**src/rtl/instruction_fetch_unit.sv**
```systemverilog
// Instruction fetch front end for the single-cycle MIPS core: owns the PC, fetches over a req/rdy
// handshake, holds each word for execute and resolves jump/branch. Optional: FETCH_HALT_ON_ILLEGAL_EN.
module instruction_fetch_unit #(
    parameter logic [31:0] RESET_PC = 32'h0000_0000,
    parameter int          COUNT_W  = 32
) (
    input  logic               clk,
    input  logic               rst,
    output logic               imem_req,
    output logic [31:0]        imem_addr,
    input  logic               imem_rdy,
    input  logic [31:0]        imem_rdata,
    output logic               inst_valid,
    output logic [31:0]        inst_out,
    output logic [5:0]         inst_opcode,
    output logic [31:0]        pc_out,
    input  logic               inst_ack,
    input  logic               jump,
    input  logic               branch,
    input  logic               alu_zero,
    output logic [COUNT_W-1:0] retired_cnt,
    output logic               halted
);

`ifdef FETCH_HALT_ON_ILLEGAL_EN
    typedef enum logic [1:0] {S_FETCH, S_ISSUE, S_HALT} state_t;
`else
    typedef enum logic [1:0] {S_FETCH, S_ISSUE} state_t;
`endif

    state_t               state_reg, state_next;
    logic [31:0]          pc_reg, pc_next;
    logic [31:0]          inst_reg, inst_next;
    logic                 valid_reg, valid_next;
    logic [COUNT_W-1:0]   cnt_reg, cnt_next;

    logic [31:0]          pc4;
    logic [31:0]          branch_offset;
    logic [31:0]          jump_target;
    logic [31:0]          next_pc;

    assign pc4           = pc_reg + 32'd4;
    assign branch_offset = {{14{inst_reg[15]}}, inst_reg[15:0], 2'b00};
    assign jump_target   = {pc4[31:28], inst_reg[25:0], 2'b00};

    // Jump outranks branch; both only matter in the ack cycle.
    always_comb begin
        next_pc = pc4;
        if (jump) begin
            next_pc = jump_target;
        end else if (branch && alu_zero) begin
            next_pc = pc4 + branch_offset;
        end
    end

`ifdef FETCH_HALT_ON_ILLEGAL_EN
    logic halted_reg, halted_next;
    logic opcode_legal;

    always_comb begin
        opcode_legal = 1'b0;
        case (inst_reg[31:26])
            6'b000000, 6'b100011, 6'b101011, 6'b000100, 6'b000010: opcode_legal = 1'b1;
            default:                                               opcode_legal = 1'b0;
        endcase
    end

    always_ff @(posedge clk) begin
        if (rst) begin
            halted_reg <= 1'b0;
        end else begin
            halted_reg <= halted_next;
        end
    end

    assign halted = halted_reg;
`else
    assign halted = 1'b0;
`endif

    always_ff @(posedge clk) begin
        if (rst) begin
            state_reg <= S_FETCH;
            pc_reg    <= RESET_PC;
            inst_reg  <= '0;
            valid_reg <= 1'b0;
            cnt_reg   <= '0;
        end else begin
            state_reg <= state_next;
            pc_reg    <= pc_next;
            inst_reg  <= inst_next;
            valid_reg <= valid_next;
            cnt_reg   <= cnt_next;
        end
    end

    always_comb begin
        state_next = state_reg;
        pc_next    = pc_reg;
        inst_next  = inst_reg;
        valid_next = valid_reg;
        cnt_next   = cnt_reg;
`ifdef FETCH_HALT_ON_ILLEGAL_EN
        halted_next = halted_reg;
`endif
        case (state_reg)
            S_FETCH: begin
                if (imem_rdy) begin
                    inst_next  = imem_rdata;
                    valid_next = 1'b1;
                    state_next = S_ISSUE;
                end
            end
            S_ISSUE: begin
                if (inst_ack) begin
                    valid_next = 1'b0;
`ifdef FETCH_HALT_ON_ILLEGAL_EN
                    // An illegal word is not retired; pc stays on it for post-mortem.
                    if (!opcode_legal) begin
                        state_next  = S_HALT;
                        halted_next = 1'b1;
                    end else begin
                        pc_next    = next_pc;
                        cnt_next   = cnt_reg + COUNT_W'(1);
                        state_next = S_FETCH;
                    end
`else
                    pc_next    = next_pc;
                    cnt_next   = cnt_reg + COUNT_W'(1);
                    state_next = S_FETCH;
`endif
                end
            end
`ifdef FETCH_HALT_ON_ILLEGAL_EN
            S_HALT: begin
                state_next = S_HALT;
            end
`endif
            default: begin
                state_next = S_FETCH;
            end
        endcase
    end

    // Request is masked during reset so memory never sees a fetch from a stale PC.
    assign imem_req    = (state_reg == S_FETCH) && !rst;
    assign imem_addr   = pc_reg;
    assign inst_valid  = valid_reg;
    assign inst_out    = inst_reg;
    assign inst_opcode = inst_reg[31:26];
    assign pc_out      = pc_reg;
    assign retired_cnt = cnt_reg;

endmodule
```
**config.mk**
```make
export PLATFORM = sky130hd
export DESIGN_NAME = instruction_fetch_unit
export DESIGN_NICKNAME = d
export VERILOG_FILES = /design/src/rtl/instruction_fetch_unit.sv
export SDC_FILE = /design/constraint.sdc
export NUM_CORES = 1
export LEC_CHECK = 0
export CAP_MARGIN = 20
export CORE_MARGIN = 2
export CORE_UTILIZATION = 53
export DETAILED_ROUTE_END_ITERATION = 10
export GPL_ROUTABILITY_DRIVEN = 0
export GPL_TIMING_DRIVEN = 0
export PLACE_DENSITY_LB_ADDON = 0.3
export SYNTH_ARGS = -nofsm -noshare
export SYNTH_HDL_FRONTEND = slang
export SYNTH_SLANG_ARGS = --single-unit
export TNS_END_PERCENT = 100
```
**constraint.sdc**
```tcl
create_clock -name clk -period 6 [get_ports clk]
set_clock_uncertainty 0.05 [all_clocks]
set_input_delay 0.6 -clock clk [delete_from_list [all_inputs] [get_ports clk]]
set_output_delay 0.6 -clock clk [all_outputs]
set_load 0.05 [all_outputs]
```
## Word level (Yosys, flattened, before mapping)

Cells that the tools add are included.

- Register bits: 99
- Input port bits: 39
- Output and inout port bits: 137
- Logic and storage cells: 28

- Add/sub/neg operators: 3
- Eq/ne operators: 3
- Mux-type cells: 8
- Reduce and logical (&&, ||, !) cells: 9

Operator list:

| kind | count |
|---|---|
| two-way mux 32 bit | 2 |
| adder 32 x 1 -> 32 bit (second input constant) | 1 |
| adder 32 x 3 -> 32 bit (second input constant) | 1 |
| adder 32 bit | 1 |
| AND reduction 2 bit | 3 |
| two-way mux 2 bit | 2 |
| != test 2 bit (second input constant) | 2 |
| one-hot mux 2 bit (2 select lines) | 1 |
| AND reduction 3 bit | 1 |
| == test 2 x 1 -> 1 bit (second input constant) | 1 |
| logical AND 1 bit | 2 |
| zero test 2 bit | 1 |
| two-way mux 1 bit | 2 |
| one-hot mux 1 bit (2 select lines) | 1 |
| nonzero test 2 bit | 1 |
| zero test 1 bit | 1 |

## Depth between registers and ports, before layout

- Depth in word-level cells: 4
- Gate-level depth with buffers: 18

## Worst setup path after synthesis

OpenSTA, ideal clock, no wires.

- Kind: register to register
- Start point: register pc_reg[12], in the netlist imem_addr[12]
- End point: register pc_reg[31], in the netlist imem_addr[31]
- Arrival time: 3.899 ns
- Required time: 5.880 ns
- Path slack: 1.980 ns
- Stages on the path, launching flop included: 19
- Cells stage by stage: dfxtp_1 -> and4_1 -> and3_1 -> and3_1 -> nand3_1 -> nor2_1 -> nand3_1 -> xnor2_1 -> ha_1 -> buf_2 -> nand4_1 -> o211ai_1 -> a21oi_1 -> or3_1 -> o21ai_1 -> mux2i_1 -> xor2_1 -> or3_1 -> a21oi_1

- Word-level cells in the longest chain between the ends: 4

Ends and longest elaborated chain:

| item | line | RTL |
|---|---|---|
| from (decl) | 32 | `logic [31:0] pc_reg, pc_next;` |
| from (signal assigned) | 90 | `pc_reg <= pc_next;` |
| adder 32 x 3 -> 32 bit * | 42 | `assign pc4 = pc_reg + 32'd4;` |
| adder 32 bit | 52 | `next_pc = pc4 + branch_offset;` |
| two-way mux 32 bit | 51 | `end else if (branch && alu_zero) begin` |
| two-way mux 32 bit * | 49 | `if (jump) begin` |

Every way passes the cells marked *; elsewhere a longest branch is shown, timed or not.
A chain may end at the register's enable or synchronous reset.

## Final worst setup path

- Start point: register pc_reg[4], in the netlist imem_addr[4]
- End point: register pc_reg[31], in the netlist imem_addr[31]

The elaborated chain is that of the path after synthesis.

==> summary.md <==
| Metric | Value |
|---|---|
| Hold Violations, Final | 0 |
| Ys flop type | dfxtp_1 |
| Power Internal | between 1 and 1.5 mW |
| Crit path launch type | register |
| Synthesized area | roughly 6600 um2 |
| CP Data Required Time | 6250 ps |
| Yosys warns | 0 |
| Max-slew violations | 0 |
| DR iter-0 viols | between 600 and 700 |
| Clock Sinks | 95 |
| Initial antenna violation count | 0 |
| Comb pwr share | 0.225 |
| Slew margin rel. | 0.319 |
| Remaining Overflow, GRT | 0 |
| Measured slew at the worst slew-check pin | ~1000 ps |
| Count of cell types in the netlist | 55 |
| Total GRT Usage | 0.310 |
| CP endpoint kind | register |
| Layout cells sized above 1 | 0.0593 |
| Routed vias/inst | 5.82 |
| Static Leak | about 3.5 nW |
| Final WL | approximately 21 mm |
| Total of max-cap violations | 0 |
| Hold Path Class | reg -> reg |
| Die area | 13300 um2 |
| Clock Path Buffers | 2 |
| RR Startpoint | imem_addr[4]$_SDFFE_PP0P_ |
| CTS tree | yes |
| WP data arrival | ~4800 ps |
| Wire length of the first global-routing pass | about 32 mm |
| Reg power frac | 0.409 |
| Antenna diodes | 0 |
| Core area | 12100 um2 |
| Vias in the first global route | about 6400 |
| Hpwl dp | about 15 mm |
| Num CTS Buffers | 9 |
| Hold Startpoint | inst_out[31]$_SDFFE_PP0P_ |
| Sw Share | 0.327 |
| Via count | 7161 |
| Power density over cell area | between 150 and 200 nW/um2 |
| IO Count | about 180 |
| Most frequent cells in the layout | 169 x clkdlybuf4s50_1, 139 x nand2_1, 95 x dfxtp_1, 91 x a21oi_1, 85 x nor2_1 |
| Flops & latches, synth | 95 |
| Wirelength per Cell | 17.1 um |
| Commonest non-fill, non-tap cell in the layout | clkdlybuf4s50_1 |
| Hold path endpoint | inst_out[31]$_SDFFE_PP0P_ |
| Setup Total Neg Slack | 0 ps |
| Async SR Flop Fraction | 0 |
| Fmax | roughly 220 MHz |
| Die Y | 115 um |
| Clk pwr share | 0.366 |
| Final period util | 0.753 |
| Worst-path clk slew | 80 ps |
| Setup Fix Bufs, Post-CTS | 0 |
| Placed cells | 1215 |
| Unrepaired setup endpoints after global routing | false |
| Post-Layout Cell Count | 1230 |
| Post-synthesis sequential area ratio | 0.290 |
| Clk_lat worst skew | ~360 ps |
| Synth Instances | slightly below 900 |
| H-tree levels | 3 |
| Critical Path Fanout Max | 7 |
| CTS resizes | 0 |
| Area growth syn-to-layout | 33.9% |
| Core Rows | 40 |
| Setup CP Type | reg -> reg |
| Root Buffer | clkbuf_16 |
| Run status | complete, no violations |
| FF-to-FF End | imem_addr[31]$_SDFFE_PP0P_ |
| R2R Setup Slk | 1480 ps |
| Die width | approximately 120 um |
| Peak VDD IR | ~0.0002 V |
| Syn Area/Cell | roughly 7.5 um2 |
| Post-synth EDFFs | 0 |
| Hold-fix buffers at CTS | 0 |
| Drt pass-1 iters | 5 |
| NetSw | between 500 and 600 uW |
| Starting Density | 0.544 |
| FF-to-FF path depth | 16 |
| Final setup fails | 0 |
| Final min period | about 4500 ps |
| Final ANT Viol Nets | 0 |
| # port buffers | 169 |
| DRC | 0 |
| Hold Crit Depth | 2 |
| Pin count of the biggest net entering global routing | 25 |
| Nets@finish | roughly 1100 |
## cell type report
class / instances / area (um2)
tap: 168 / 210
inverter: 12 / 45.0
clock inverter: 5 / 65.1
fill: 957 / 3280
buffer: 83 / 469
timing repair buffer: 169 / 1690
multi-input combinational: 688 / 4160
sequential: 95 / 1900
clock buffer: 10 / 239
## state kept, by name, indices dropped and copies added (netlist names)
register     cells
inst_valid       1
retired_cnt     32
imem_addr       30
inst_out        32
## synthesized netlist by cell type (all sizes together), types with 7 or more instances
master	n	share of area
a21o	19	0.022
xnor2	29	0.039
o21a	7	0.0080
nand4	14	0.013
o211ai	17	0.019
a211oi	18	0.021
buf	45	0.050
xor2	41	0.055
o21ai	35	0.027
and3	25	0.024
nand3	31	0.024
o31ai	7	0.0080
nand2	139	0.080
dfxtp	95	0.29
inv	11	0.0063
clkbuf	38	0.022
a21oi	91	0.069
nor2	85	0.049
a31oi	7	0.0067
nor3	15	0.011
ha	38	0.073
or3	14	0.013
## kinds of logic after synthesis
| logic type | synth area share |
|---|---|
| XOR/XNOR | 0.0935 |
| other | 0.000572 |
| flip-flops | 0.290 |
| multiplexers | 0.00458 |
| AO/OA/AOI/OAI | 0.222 |
| AND/OR/NAND/NOR | 0.236 |
| buffers and inverters | 0.0784 |
| adder cells (fa/ha/maj) | 0.0756 |
## routing by layer
| metal | wire, um | GRT usage | part of all wire | vias to the layer above |
|---|---|---|---|---|
| met1 | 8870 | 0.408 | 0.42 | 3338 |
| met2 | 9640 | 0.487 | 0.46 | 360 |
| li1 | - | - | - | 3402 |
| met3 | 1890 | 0.0696 | 0.090 | 61 |
| met5 | 0 | 0 | 0 | - |
| met4 | 657 | 0.141 | 0.031 | 0 |
## how the worst max path moves through the flow
stage / depth (start not counted) / startpoint / end
2_1_floorplan: 18 / imem_addr[12]$_SDFFE_PP0P_ / imem_addr[31]$_SDFFE_PP0P_
5_1_grt: 16 / imem_addr[4]$_SDFFE_PP0P_ / imem_addr[31]$_SDFFE_PP0P_
3_3_place_gp: 16 / imem_addr[4]$_SDFFE_PP0P_ / imem_addr[31]$_SDFFE_PP0P_
6_report: 16 / imem_addr[4]$_SDFFE_PP0P_ / imem_addr[31]$_SDFFE_PP0P_
3_5_place_dp: 16 / imem_addr[4]$_SDFFE_PP0P_ / imem_addr[31]$_SDFFE_PP0P_
4_1_cts: 16 / imem_addr[4]$_SDFFE_PP0P_ / imem_addr[31]$_SDFFE_PP0P_
## critical path, stage by stage, from the launching register on
cell and delay [ps]:
dfxtp_1 500, and3_1 270, and3_1 280, nand3_1 270, nor3_1 520, nand2_1 140
xnor2_1 250, ha_1 340, and3_1 210, a221oi_1 480, nor2b_1 100, nor2_1 130
o21ai_1 100, mux2i_1 150, xor2_1 210, or3_1 320, a21oi_1 140
## metrics by stage
stage               cell area [um2]   util  setup WS (ps)  hold slack [ps]  total power, mW
CTS                            8780  0.728           1620              422             1.65
finish                         8780  0.728           1480              420             1.66
floorplan                      6570      -           1980              632            0.932
global route                   8780  0.728           1130              442             1.71
detailed placement             8470  0.702           1650              413             1.06
global placement               8470  0.702           1690              410             1.06
## power by group through the flow
| stage | combinational (mW) | clock [mW] | sequential, mW |
|---|---|---|---|
| 4_1_cts | 0.370 | 0.604 | 0.680 |
| 3_5_place_dp | 0.367 | 0 | 0.694 |
| 3_3_place_gp | 0.363 | 0 | 0.693 |
| 2_1_floorplan | 0.180 | 0 | 0.752 |
| 6_report | 0.375 | 0.609 | 0.681 |
| 5_1_grt | 0.397 | 0.630 | 0.683 |
Power figures use the tool's default switching activity.
